$ cat src/rtl/tile_loader.sv
// Packs a word stream into LANES-wide rows for one half of a double buffer,
// then waits for the reader to free the other bank before swapping.
module tile_loader #(
    parameter int DATA_WIDTH      = 16,
    parameter int LANES           = 4,
    parameter int BANK_ADDR_WIDTH = 8,
    parameter int COUNT_WIDTH     = 16
) (
    input  logic                          clk,
    input  logic                          rst,
    input  logic [BANK_ADDR_WIDTH-1:0]    cfg_rows_m1,
    input  logic                          cfg_vld,
    output logic                          cfg_rdy,
    input  logic [DATA_WIDTH-1:0]         in_dat,
    input  logic                          in_last,
    input  logic                          in_vld,
    output logic                          in_rdy,
    output logic                          wen,
    output logic [BANK_ADDR_WIDTH-1:0]    wadr,
    output logic [DATA_WIDTH*LANES-1:0]   wdata,
    input  logic                          bank_free,
    output logic                          switch_banks,
    output logic                          busy,
    output logic [COUNT_WIDTH-1:0]        tile_count
);

    localparam int LW = (LANES > 1) ? $clog2(LANES) : 1;
    localparam int RW = DATA_WIDTH * LANES;

    typedef enum logic [1:0] {
        IDLE,
        FILL,
        WAIT_SWAP,
        SWAP
    } state_t;

    state_t state_q, state_d;

    logic [BANK_ADDR_WIDTH-1:0] rows_m1_q;
    logic [BANK_ADDR_WIDTH-1:0] row_q;
    logic [LW-1:0]              lane_q;
    logic [RW-1:0]              pack_q;
    logic [RW-1:0]              pack_d;
    logic                       accept;
    logic                       row_done;
    logic                       tile_done;

    always_ff @(posedge clk) begin
        if (rst) begin
            state_q <= IDLE;
        end else begin
            state_q <= state_d;
        end
    end

    always_comb begin
        state_d      = state_q;
        cfg_rdy      = 1'b0;
        in_rdy       = 1'b0;
        switch_banks = 1'b0;
        accept       = 1'b0;
        row_done     = 1'b0;
        tile_done    = 1'b0;
        unique case (state_q)
            IDLE: begin
                cfg_rdy = 1'b1;
                if (cfg_vld) state_d = FILL;
            end
            FILL: begin
                in_rdy   = 1'b1;
                accept   = in_vld;
                row_done = accept &&
                           (in_last || lane_q == LW'(LANES - 1));
                tile_done = row_done &&
                            (in_last || row_q == rows_m1_q);
                if (tile_done) state_d = WAIT_SWAP;
            end
            WAIT_SWAP: begin
                if (bank_free) state_d = SWAP;
            end
            SWAP: begin
                switch_banks = 1'b1;
                state_d      = FILL;
            end
            default: state_d = IDLE;
        endcase
    end

    // Pack register is cleared after every row, so lanes left unfilled
    // by an early in_last are already zero.
    always_comb begin
        pack_d = pack_q;
        for (int k = 0; k < LANES; k++) begin
            if (lane_q == LW'(k)) begin
                pack_d[k*DATA_WIDTH +: DATA_WIDTH] = in_dat;
            end
        end
    end

    always_ff @(posedge clk) begin
        if (rst) begin
            rows_m1_q  <= '0;
            row_q      <= '0;
            lane_q     <= '0;
            pack_q     <= '0;
            wen        <= 1'b0;
            wadr       <= '0;
            wdata      <= '0;
            tile_count <= '0;
        end else begin
            wen <= row_done;
            if (state_q == IDLE && cfg_vld) begin
                rows_m1_q <= cfg_rows_m1;
                row_q     <= '0;
                lane_q    <= '0;
                pack_q    <= '0;
            end
            if (state_q == SWAP) begin
                row_q      <= '0;
                lane_q     <= '0;
                pack_q     <= '0;
                tile_count <= tile_count + COUNT_WIDTH'(1);
            end
            if (accept) begin
                if (row_done) begin
                    wadr   <= row_q;
                    wdata  <= pack_d;
                    pack_q <= '0;
                    lane_q <= '0;
                    row_q  <= row_q + BANK_ADDR_WIDTH'(1);
                end else begin
                    pack_q <= pack_d;
                    lane_q <= lane_q + LW'(1);
                end
            end
        end
    end

    assign busy = (state_q != IDLE);

endmodule
$ cat config.mk
export PLATFORM = sky130hd
export DESIGN_NAME = tile_loader
export DESIGN_NICKNAME = d
export VERILOG_FILES = /design/src/rtl/tile_loader.sv
export SDC_FILE = /design/constraint.sdc
export NUM_CORES = 1
export LEC_CHECK = 0
export CAP_MARGIN = 5
export CORE_MARGIN = 2
export CORE_UTILIZATION = 53
export CTS_CLUSTER_SIZE = 20
export DETAILED_ROUTE_END_ITERATION = 16
export HOLD_SLACK_MARGIN = 0.03
export PLACE_DENSITY = 0.85
export SLEW_MARGIN = 10
export SYNTH_ARGS = -nofsm -noshare
export SYNTH_HDL_FRONTEND = slang
export SYNTH_SLANG_ARGS = --single-unit
$ cat constraint.sdc
create_clock -name clk -period 2.2 [get_ports clk]
set_clock_uncertainty 0.05 [all_clocks]
set_input_delay 0.55 -clock clk [delete_from_list [all_inputs] [get_ports clk]]
set_output_delay 0.55 -clock clk [all_outputs]
set_load 0.02 [all_outputs]
==> results of run 1 <==
-- stage by stage --
stage | hold slack (ns) | power [mW] | cell area [um2] | utilization (%) | TNS (ns)
after global placement | 0.3911 | 5.507 | 8456 | 66.46 | 0
after floorplan | 0.3791 | 4.748 | 6974 | - | 0
after CTS | 0.4062 | 8.590 | 9052 | 71.15 | 0
after global routing | 0.4211 | 8.920 | 9050 | 71.13 | 0
final | 0.4042 | 8.563 | 9050 | 71.13 | 0
after detailed placement | 0.3929 | 5.592 | 8456 | 66.46 | -1.650
-- power groups by stage --
| stage | sequential [mW] | combinational, mW | clock (mW) |
|---|---|---|---|
| after detailed placement | 3.57 | 2.03 | 0 |
| after global routing | 3.53 | 2.17 | 3.22 |
| after global placement | 3.56 | 1.95 | 0 |
| after floorplan | 3.73 | 1.02 | 0 |
| final | 3.50 | 2.02 | 3.04 |
| after CTS | 3.50 | 2.02 | 3.07 |
-- flip-flops by register name, indices dropped and copies added (netlist names) --
register    flops
rows_m1_q       8
wdata          64
tile_count     16
pack_q         64
wen             1
row_q           8
state_q         2
wadr            8
lane_q          2
-- worst max-delay path by stage --
stage                 end  slack [ns]  cells after the start
2_1_floorplan  pack_q[53]        0.22                      7
3_3_place_gp    wdata[57]        0.02                      6
3_5_place_dp    wdata[60]       -0.06                      6
4_1_cts              busy       0.002                      4
5_1_grt           cfg_rdy        0.01                      3
6_report          cfg_rdy        0.07                      3
-- cell families (layout without fill, tap and decap cells) --
logic type                 after synthesis  in the layout  share of synthesized area [%]
AOI/OAI and AO/OA                      152            152                          15.50
and+or+nand+nor                        241            241                          15.39
muxes                                   69             69                          9.957
adders and majority gates               11             11                          1.973
buffers and inverters                   67            195                          4.377
DFF                                    173            173                          49.66
xor gates and xnor gates                25             25                          3.140
-- cell usage in the layout, fill, tap and decap left out, drive strengths merged, types with 16 or more instances in the layout --
master         count
and2              20
clkdlybuf4s50    117
a21oi             22
a22oi             46
dfxtp            173
nand3             16
nand2             33
xnor2             18
nor2             136
mux2i             66
a211oi            64
clkbuf            21
buf               32
-- repair_timing --
action	in CTS	in global routing
gates resized for setup	5	3
hold endpoints to repair	0	0
setup endpoints to repair	4	3
pin swaps	0	0
-- critical path: cells and delay by family, from the launching register on --
family	cells	cell delay, ns
buffers and inverters	2	0.46
DFF	1	0.35
adders and majority gates	1	0.30
-- final cells by class --
| type | count | area (um2) |
|---|---|---|
| flip-flops and latches | 173 | 3466 |
| clock inverters | 12 | 143.9 |
| clock buffers | 20 | 456.7 |
| repair buffers | 153 | 1518 |
| well taps | 172 | 215.2 |
| inverters | 10 | 37.54 |
| fillers | 960 | 3672 |
| multi-input cells | 498 | 3213 |
-- cell usage after synthesis, types with 2 or more instances --
cell type	count
a21oi_1	22
buf_1	8
mux2i_1	66
a32oi_1	3
nand4_1	11
dfxtp_1	173
o2111ai_1	2
mux2_2	3
o211ai_1	2
a211oi_1	64
nor4_1	4
clkbuf_1	23
or3_1	2
buf_4	6
o21ai_0	5
nor3_1	9
nand2_1	33
and2_1	19
xor2_1	7
nor2b_1	2
and4_1	3
a22oi_1	46
buf_2	19
ha_1	11
inv_1	10
o21ai_1	3
nand3_1	16
xnor2_1	18
and3_1	2
nor2_1	136
-- per-layer routing --
layer,part of all wire (%),vias to the layer above,GRT usage (%)
li1,-,2843,-
met5,0,-,0
met3,6.8,32,6.371
met4,2.7,0,11.61
met2,47,227,40.63
met1,43,2729,31.49
==> results.cfg, run 1 <==
[layout]
syn_to_final_growth_pct = 29.76
nNetsFinal = 894
instances_no_fill = 1038
diodes = 0
drive_gt1_share_pct = 8.314

[routing]
routedWlPerCell_um = 17.01
viasPerCell = 5.618
first_iter_violations = 525
drc = 0
dr.pass1.iters = 5
ant_nets = 0
drt_wl_total_um = 17650
vias = 5831

[flow_run]
max_cap_violations = 0

[place]
dp_hpwl_um = 12210
dp_cells = 1006
numPortBuffers = 122
gp_congestion = 0.8452
preCtsSetupSlack_ns = -0.06466

[pwr]
swShare_pct = 29.55
p_switching_mw = 2.530
combPwrFrac_pct = 23.6
vdd_drop_max_mv = 0.6164
p_leak_nw = 3.148
p_int_mw = 6.033
clkPwrFrac_pct = 35.5
p_seq_share_pct = 40.9
power.density_nw_per_um2 = 946.2

[critical_path]
start_kind = flip-flop
cp-end-kind = output port
crit_start = state_q[1]
critPathMaxFanout = 6
crit_type = reg -> out
critPathMaxStageDelay_ns = 0.36
worstPathArrival_ns = 1.53
reg2reg_depth = 8
rrSetupSlack_ns = 0.20
r2r_end = pack_q[46]
r2r-start = state_q[1]
worstPathRequired_ns = 1.60
crit_chain = inv_1, ha_1, dlygate4sd2_1
critPathSlowestCell = dlygate4sd2_1

[clock_network]
post-cts-setup-buffer-count = 0
cts_sinks = 173
cts_hold_buf = 0
clk_latency_ns = 0.43
cts_tree = yes
htreeDepth = 4
cts_root_buf = clkbuf_16
path_clk_slew_ns = 0.06
clk_path_buf_depth = 2
cts_buffers = 17

[outcome]
status = finished clean

[yosys]
yosys_warnings = 0
yosysTopAreaCellShare_pct = 49.66
async_reset_ff_share_pct = 0
mappedNetlistArea_um2 = 6974
synth_edf_count = 0
ys_ff_latch = 173
synth_top_area_cell = dfxtp_1
avgSynthCellArea_um2 = 9.450
netlist_top_cells_area = dfxtp_1 (50%), mux2i_1 (9.5%), nor2_1 (7.3%), a211oi_1 (6.9%), a22oi_1 (5.0%)
ys_seq_area_share_pct = 49.66
syn-num-nets = 779
synth_cell_type_count = 40
synth_cells = 738
ys.flop_type = dfxtp_1

[timing]
fin_crit_ns = 2.131
final.period_utilization_pct = 96.87
setup_viol = 0
relSlewSlack_pct = 65.23
hold_viol_final = 0
slew_viol_final = 0
rsz0062_at_grt = no
worst_slew_pin_slew_ns = 0.5200
max_freq_ghz = 0.4693
setup_slack_ns = 0.06896

[floorplan]
fp.dieW_um = 118.7
start_util_pct = 54.82
die_h_um = 118.7
fp.coreArea_um2 = 12720
io_pins = 123
rows = 41
die_area_um2 = 14090

[min_path]
hold_path_class = reg -> reg
hold_start = wadr[5]
hold_path_end = wadr[5]
min_path_cells = 2

[grt]
first_global_vias = 5695
overflow = 0
grt_first_pass_wirelength_um = 28290
grt.total_usage_pct = 25.14
antenna_found_initial = 0
grt_max_degree = 73
Note: power is estimated with default switching activity, not from simulation.
==> run 2: changes to the inputs <==
--- a/config.mk
+++ b/config.mk
@@ -6,12 +6,13 @@
 export NUM_CORES = 1
 export LEC_CHECK = 0
 export CAP_MARGIN = 5
+export CELL_PAD_IN_SITES_DETAIL_PLACEMENT = 1
+export CELL_PAD_IN_SITES_GLOBAL_PLACEMENT = 1
 export CORE_MARGIN = 2
-export CORE_UTILIZATION = 53
-export CTS_CLUSTER_SIZE = 20
+export CORE_UTILIZATION = 40
 export DETAILED_ROUTE_END_ITERATION = 16
 export HOLD_SLACK_MARGIN = 0.03
-export PLACE_DENSITY = 0.85
+export PLACE_DENSITY = 0.84
 export SLEW_MARGIN = 10
 export SYNTH_ARGS = -nofsm -noshare
 export SYNTH_HDL_FRONTEND = slang
==> constraint.sdc (replaced) <==
create_clock -name clk -period 2.2 [get_ports clk]
set_clock_uncertainty 0.05 [all_clocks]
set_input_delay 0.44 -clock clk [delete_from_list [all_inputs] [get_ports clk]]
set_output_delay 0.44 -clock clk [all_outputs]
set_load 0.02 [all_outputs]
==> run 2 against run 1 <==
Sequential cell count is the same; combinational power grew 2%; register-to-register slack gained 0.02 ns; setup slack gained 0.056 ns; first-iteration DRC count shrank 44%; maximum frequency grew 2.7%; total power grew 5.5%; die area grew 31%; via count grew 0.38%; cell area grew 1.8%; cell count grew 4.8%; critical path type unchanged; critical endpoint is now busy; highest routed layer unchanged.
==> results.cfg, run 2 (synthesized netlist as in run 1, its figures left out) <==
[timing]
relSlewSlack_pct = 66.96
setup_viol = 0
fin_hold_ws_ns = 0.4008
final.setup.tns_ns = 0
max_freq_ghz = 0.4818
hold_viol_final = 0
worst_slew_pin_slew_ns = 0.4941
fin_crit_ns = 2.076
slew_viol_final = 0
final.period_utilization_pct = 94.34
rsz0062_at_grt = no

[pwr]
power.density_nw_per_um2 = 980.4
vdd_drop_max_mv = 0.6786
p_leak_nw = 3.177

[routing]
dr.pass1.iters = 4
viasPerCell = 5.380
drt_wl_total_um = 19670
first_iter_violations = 296
routedWlPerCell_um = 18.08
ant_nets = 0
drc = 0
vias = 5853

[critical_path]
worstPathRequired_ns = 1.71
crit_start = state_q[1]
endpoint = busy
r2r-start = state_q[1]
r2r_end = pack_q[32]
worstPathArrival_ns = 1.59
reg2reg_depth = 7
crit_type = reg -> out
start_kind = flip-flop
critPathMaxFanout = 6
rrSetupSlack_ns = 0.22
cp-end-kind = output port

[clock_network]
cts_root_buf = clkbuf_16
cts_tree = yes
post-cts-setup-buffer-count = 0
path_clk_slew_ns = 0.06
cts_buffers = 17
htreeDepth = 4
clk_latency_ns = 0.43
clk_path_buf_depth = 2
cts_sinks = 173

[floorplan]
fp.dieW_um = 136.0
fp.coreArea_um2 = 17180
die_h_um = 136.0
rows = 48
start_util_pct = 40.60
io_pins = 123
die_area_um2 = 18510

[place]
gp_congestion = 0.7905
numPortBuffers = 122
dp_hpwl_um = 13250

[outcome]
status = finished clean

[grt]
grt.total_usage_pct = 21.71
grt_max_degree = 51
antenna_found_initial = 0
grt_first_pass_wirelength_um = 31220
first_global_vias = 5934
overflow = 0

[min_path]
hold_path_class = in -> reg
hold_start = rst

[layout]
syn_to_final_growth_pct = 32.06
final_cell_mix = dfxtp_1 (171), nor2_1 (136), clkdlybuf4s50_1 (117)
reg.largest.list = pack_q: 64 flops, wdata: 64 flops, tile_count: 16 flops
nNetsFinal = 892
drive_gt1_share_pct = 8.227
layout_commonest_cell = dfxtp_1
diodes = 0

[flow_run]
max_cap_violations = 0
run 2: what timing repair did:
action | CTS | global route
hold buffers | 0 | 0
gates resized for setup | 8 | 1
setup endpoints to repair | 4 | 1
run 2: metrics by stage:
step / util, % / cells / area [um2] / total power [mW] / setup WS, ns
global route: 53.62 / 1088 / 9210 / 9.407 / 0.04171
detailed placement: 49.60 / 1057 / 8519 / 5.642 / -0.02354
CTS: 53.61 / 1088 / 9209 / 9.083 / 0.06647
finish: 53.62 / 1088 / 9210 / 9.030 / 0.1245
floorplan: - / 738 / 6974 / 4.748 / 0.2201
global placement: 49.60 / 1057 / 8519 / 5.581 / 0.06949
run 2: routing by layer:
metal	share of wire [%]	wire (um)	vias to the layer above	track usage [%]
met5	0	0	-	0
met4	1.8	350	0	7.697
met1	46	9028	2866	28.15
met2	48	9424	132	35.99
met3	4.4	864	23	4.251
li1	-	-	2832	-
run 2: worst min path at each step:
| stage | to | cells after the start |
|---|---|---|
| 5_1_grt | tile_count[8] | 2 |
| 6_report | tile_count[8] | 2 |
| 3_5_place_dp | pack_q[56] | 1 |
| 4_1_cts | tile_count[8] | 2 |
| 3_3_place_gp | pack_q[57] | 1 |
| 2_1_floorplan | pack_q[48] | 1 |
run 2: cell type report:
| cell class | count | area [um2] |
|---|---|---|
| clock buffers | 20 | 466.7 |
| clock inverters | 11 | 211.5 |
| fillers | 1918 | 7966 |
| inverters | 10 | 37.54 |
| multi-input cells | 498 | 3228 |
| flip-flops and latches | 173 | 3466 |
| well taps | 225 | 281.5 |
| repair buffers | 151 | 1519 |
run 2: power breakdown:
| part | switching [mW] | leakage, nW | internal, mW |
|---|---|---|---|
| registers | 0.152 | 1.40 | 3.36 |
| logic | 1.22 | 1.44 | 0.845 |
| clock network | 1.24 | 0.332 | 2.21 |
| total | 2.61 | 3.18 | 6.42 |
run 2: critical path, cell delays in order, from the launching register on:
cell	delay [ns]
dfxtp_2	0.40
inv_1	0.11
ha_1	0.26
inv_1	0.07
dlygate4sd2_1	0.32
==> run 3: changes to the inputs <==
--- a/config.mk
+++ b/config.mk
@@ -13,6 +13,7 @@
 export DETAILED_ROUTE_END_ITERATION = 16
 export HOLD_SLACK_MARGIN = 0.03
 export PLACE_DENSITY = 0.84
+export SKIP_LAST_GASP = 1
 export SLEW_MARGIN = 10
 export SYNTH_ARGS = -nofsm -noshare
 export SYNTH_HDL_FRONTEND = slang
==> run 3 against run 2 <==
Cell area barely moved; combinational power barely moved; setup slack barely moved; via count barely moved; sequential cell count did not move; cell count did not move; critical path depth did not move; worst hold slack barely moved; utilization barely moved; largest cell class unchanged.
==> results.cfg, run 3 (synthesized netlist as in run 1, its figures left out) <==
[outcome]
status = finished clean

[flow_run]
max_cap_violations = 0

[timing]
setup_viol = 0
slew_viol_final = 0
setup_slack_ns = 0.1241
worst_slew_pin_slew_ns = 0.4941
final.period_utilization_pct = 94.36
rsz0062_at_grt = no
fin_crit_ns = 2.076
fin_hold_ws_ns = 0.4008
hold_viol_final = 0
max_freq_ghz = 0.4817
relSlewSlack_pct = 66.96

[pwr]
power.density_nw_per_um2 = 980.6
combPwrFrac_pct = 23.0
p_leak_nw = 3.188
p_switching_mw = 2.614
power_mw = 9.035
vdd_drop_max_mv = 0.6787
swShare_pct = 28.93
clkPwrFrac_pct = 38.2
p_int_mw = 6.421
p_seq_share_pct = 38.9

[critical_path]
worstPathRequired_ns = 1.71
critPathSlowestCell = dfxtp_2
cp-end-kind = output port
start_kind = flip-flop
crit_type = reg -> out
cp_top_family = buffers and inverters
path_buf_inv = 3
cpMostUsedCell = inv_1
r2r_end = pack_q[32]
r2r-start = state_q[1]
worstPathArrival_ns = 1.59
reg2reg_depth = 7
critPathMaxStageDelay_ns = 0.40
crit_chain = inv_1, ha_1, inv_1, dlygate4sd2_1
rrSetupSlack_ns = 0.22
critPathMaxFanout = 6

[floorplan]
die_h_um = 136.0
rows = 48
die_area_um2 = 18510
fp.coreArea_um2 = 17180
start_util_pct = 40.60
io_pins = 123
fp.dieW_um = 136.0

[layout]
syn_to_final_growth_pct = 32.11
diodes = 0
layout_commonest_cell = dfxtp_1
fillers = 1917
drive_gt1_share_pct = 8.227
instances_no_fill = 1088
reg.largest.list = pack_q: 64 flops, wdata: 64 flops, tile_count: 16 flops
final_cell_mix = dfxtp_1 (171), nor2_1 (136), clkdlybuf4s50_1 (117)
nNetsFinal = 892

[place]
dp_cells = 1057
numPortBuffers = 122
gp_congestion = 0.7905
dp_hpwl_um = 13250
preCtsSetupSlack_ns = -0.02354

[clock_network]
cts_buffers = 17
clk_path_buf_depth = 2
path_clk_slew_ns = 0.06
cts_hold_buf = 0
cts_root_buf = clkbuf_16
clk_latency_ns = 0.43
cts_tree = yes
cts_sinks = 173
htreeDepth = 4
post-cts-setup-buffer-count = 0

[min_path]
hold_start = rst
hold_path_class = in -> reg
min_path_cells = 2
hold_path_end = tile_count[8]

[routing]
ant_nets = 0
routedWlPerCell_um = 18.08
drc = 0
drt_wl_total_um = 19670
viasPerCell = 5.378
vias = 5851
first_iter_violations = 296
dr.pass1.iters = 4

[grt]
grt_max_degree = 51
grt.total_usage_pct = 21.71
first_global_vias = 5934
antenna_found_initial = 0
grt_first_pass_wirelength_um = 31220
overflow = 0
==> run 3: cell count changes in the layout (fill, tap and decap cells not counted), sizes merged <==
cell	change
dlymetal6s2s	+1
dlygate4sd2	-1
==> run 3: area by class of cell <==
cell class / instances / area (um2) / share of cell area, %
Tap cell: 225 / 281.5 / 3.055
Multi-Input combinational cell: 498 / 3228 / 35.04
Clock inverter: 11 / 211.5 / 2.295
Clock buffer: 20 / 466.7 / 5.065
Inverter: 10 / 37.54 / 0.4074
Sequential cell: 173 / 3466 / 37.62
Timing Repair Buffer: 151 / 1523 / 16.53
==> run 3: how the worst max path moves through the flow <==
| stage | depth (start not counted) | from | end | slack [ns] |
|---|---|---|---|---|
| after detailed placement | 7 | in_last | state_q[0] | -0.02 |
| after global placement | 7 | in_last | state_q[0] | 0.07 |
| after CTS | 3 | state_q[1] | in_rdy | -0.12 |
| after global routing | 4 | state_q[1] | busy | 0.04 |
| after floorplan | 7 | state_q[1] | pack_q[53] | 0.22 |
| final | 4 | state_q[1] | busy | 0.12 |
==> run 3: stage by stage <==
stage                     TNS [ns]  cell area, um2  utilization [%]
after global placement           0            8519            49.60
after floorplan                  0            6974                -
after detailed placement  -0.02354            8519            49.60
final                            0            9214            53.64
after CTS                  -0.1230            9210            53.62
after global routing             0            9214            53.64
==> run 3: routing by layer <==
layer / vias up / global-route usage, % / part of all wire (%)
li1: 2832 / - / -
met1: 2864 / 28.15 / 46
met2: 132 / 35.99 / 48
met3: 23 / 4.251 / 4.4
met4: 0 / 7.697 / 1.8
met5: - / 0 / 0
==> run 3: what timing repair did <==
item | in CTS | in global routing
setup endpoints to repair | 4 | 2
gates resized for setup | 7 | 2
cloned | 0 | 0
==> run 3: power groups by stage <==
stage                     sequential (mW)  combinational [mW]  clock, mW
after floorplan                      3.73                1.02          0
after global placement               3.56                2.02          0
after detailed placement             3.57                2.08          0
after CTS                            3.51                2.08       3.50
after global routing                 3.53                2.25       3.62
final                                3.51                2.07       3.45
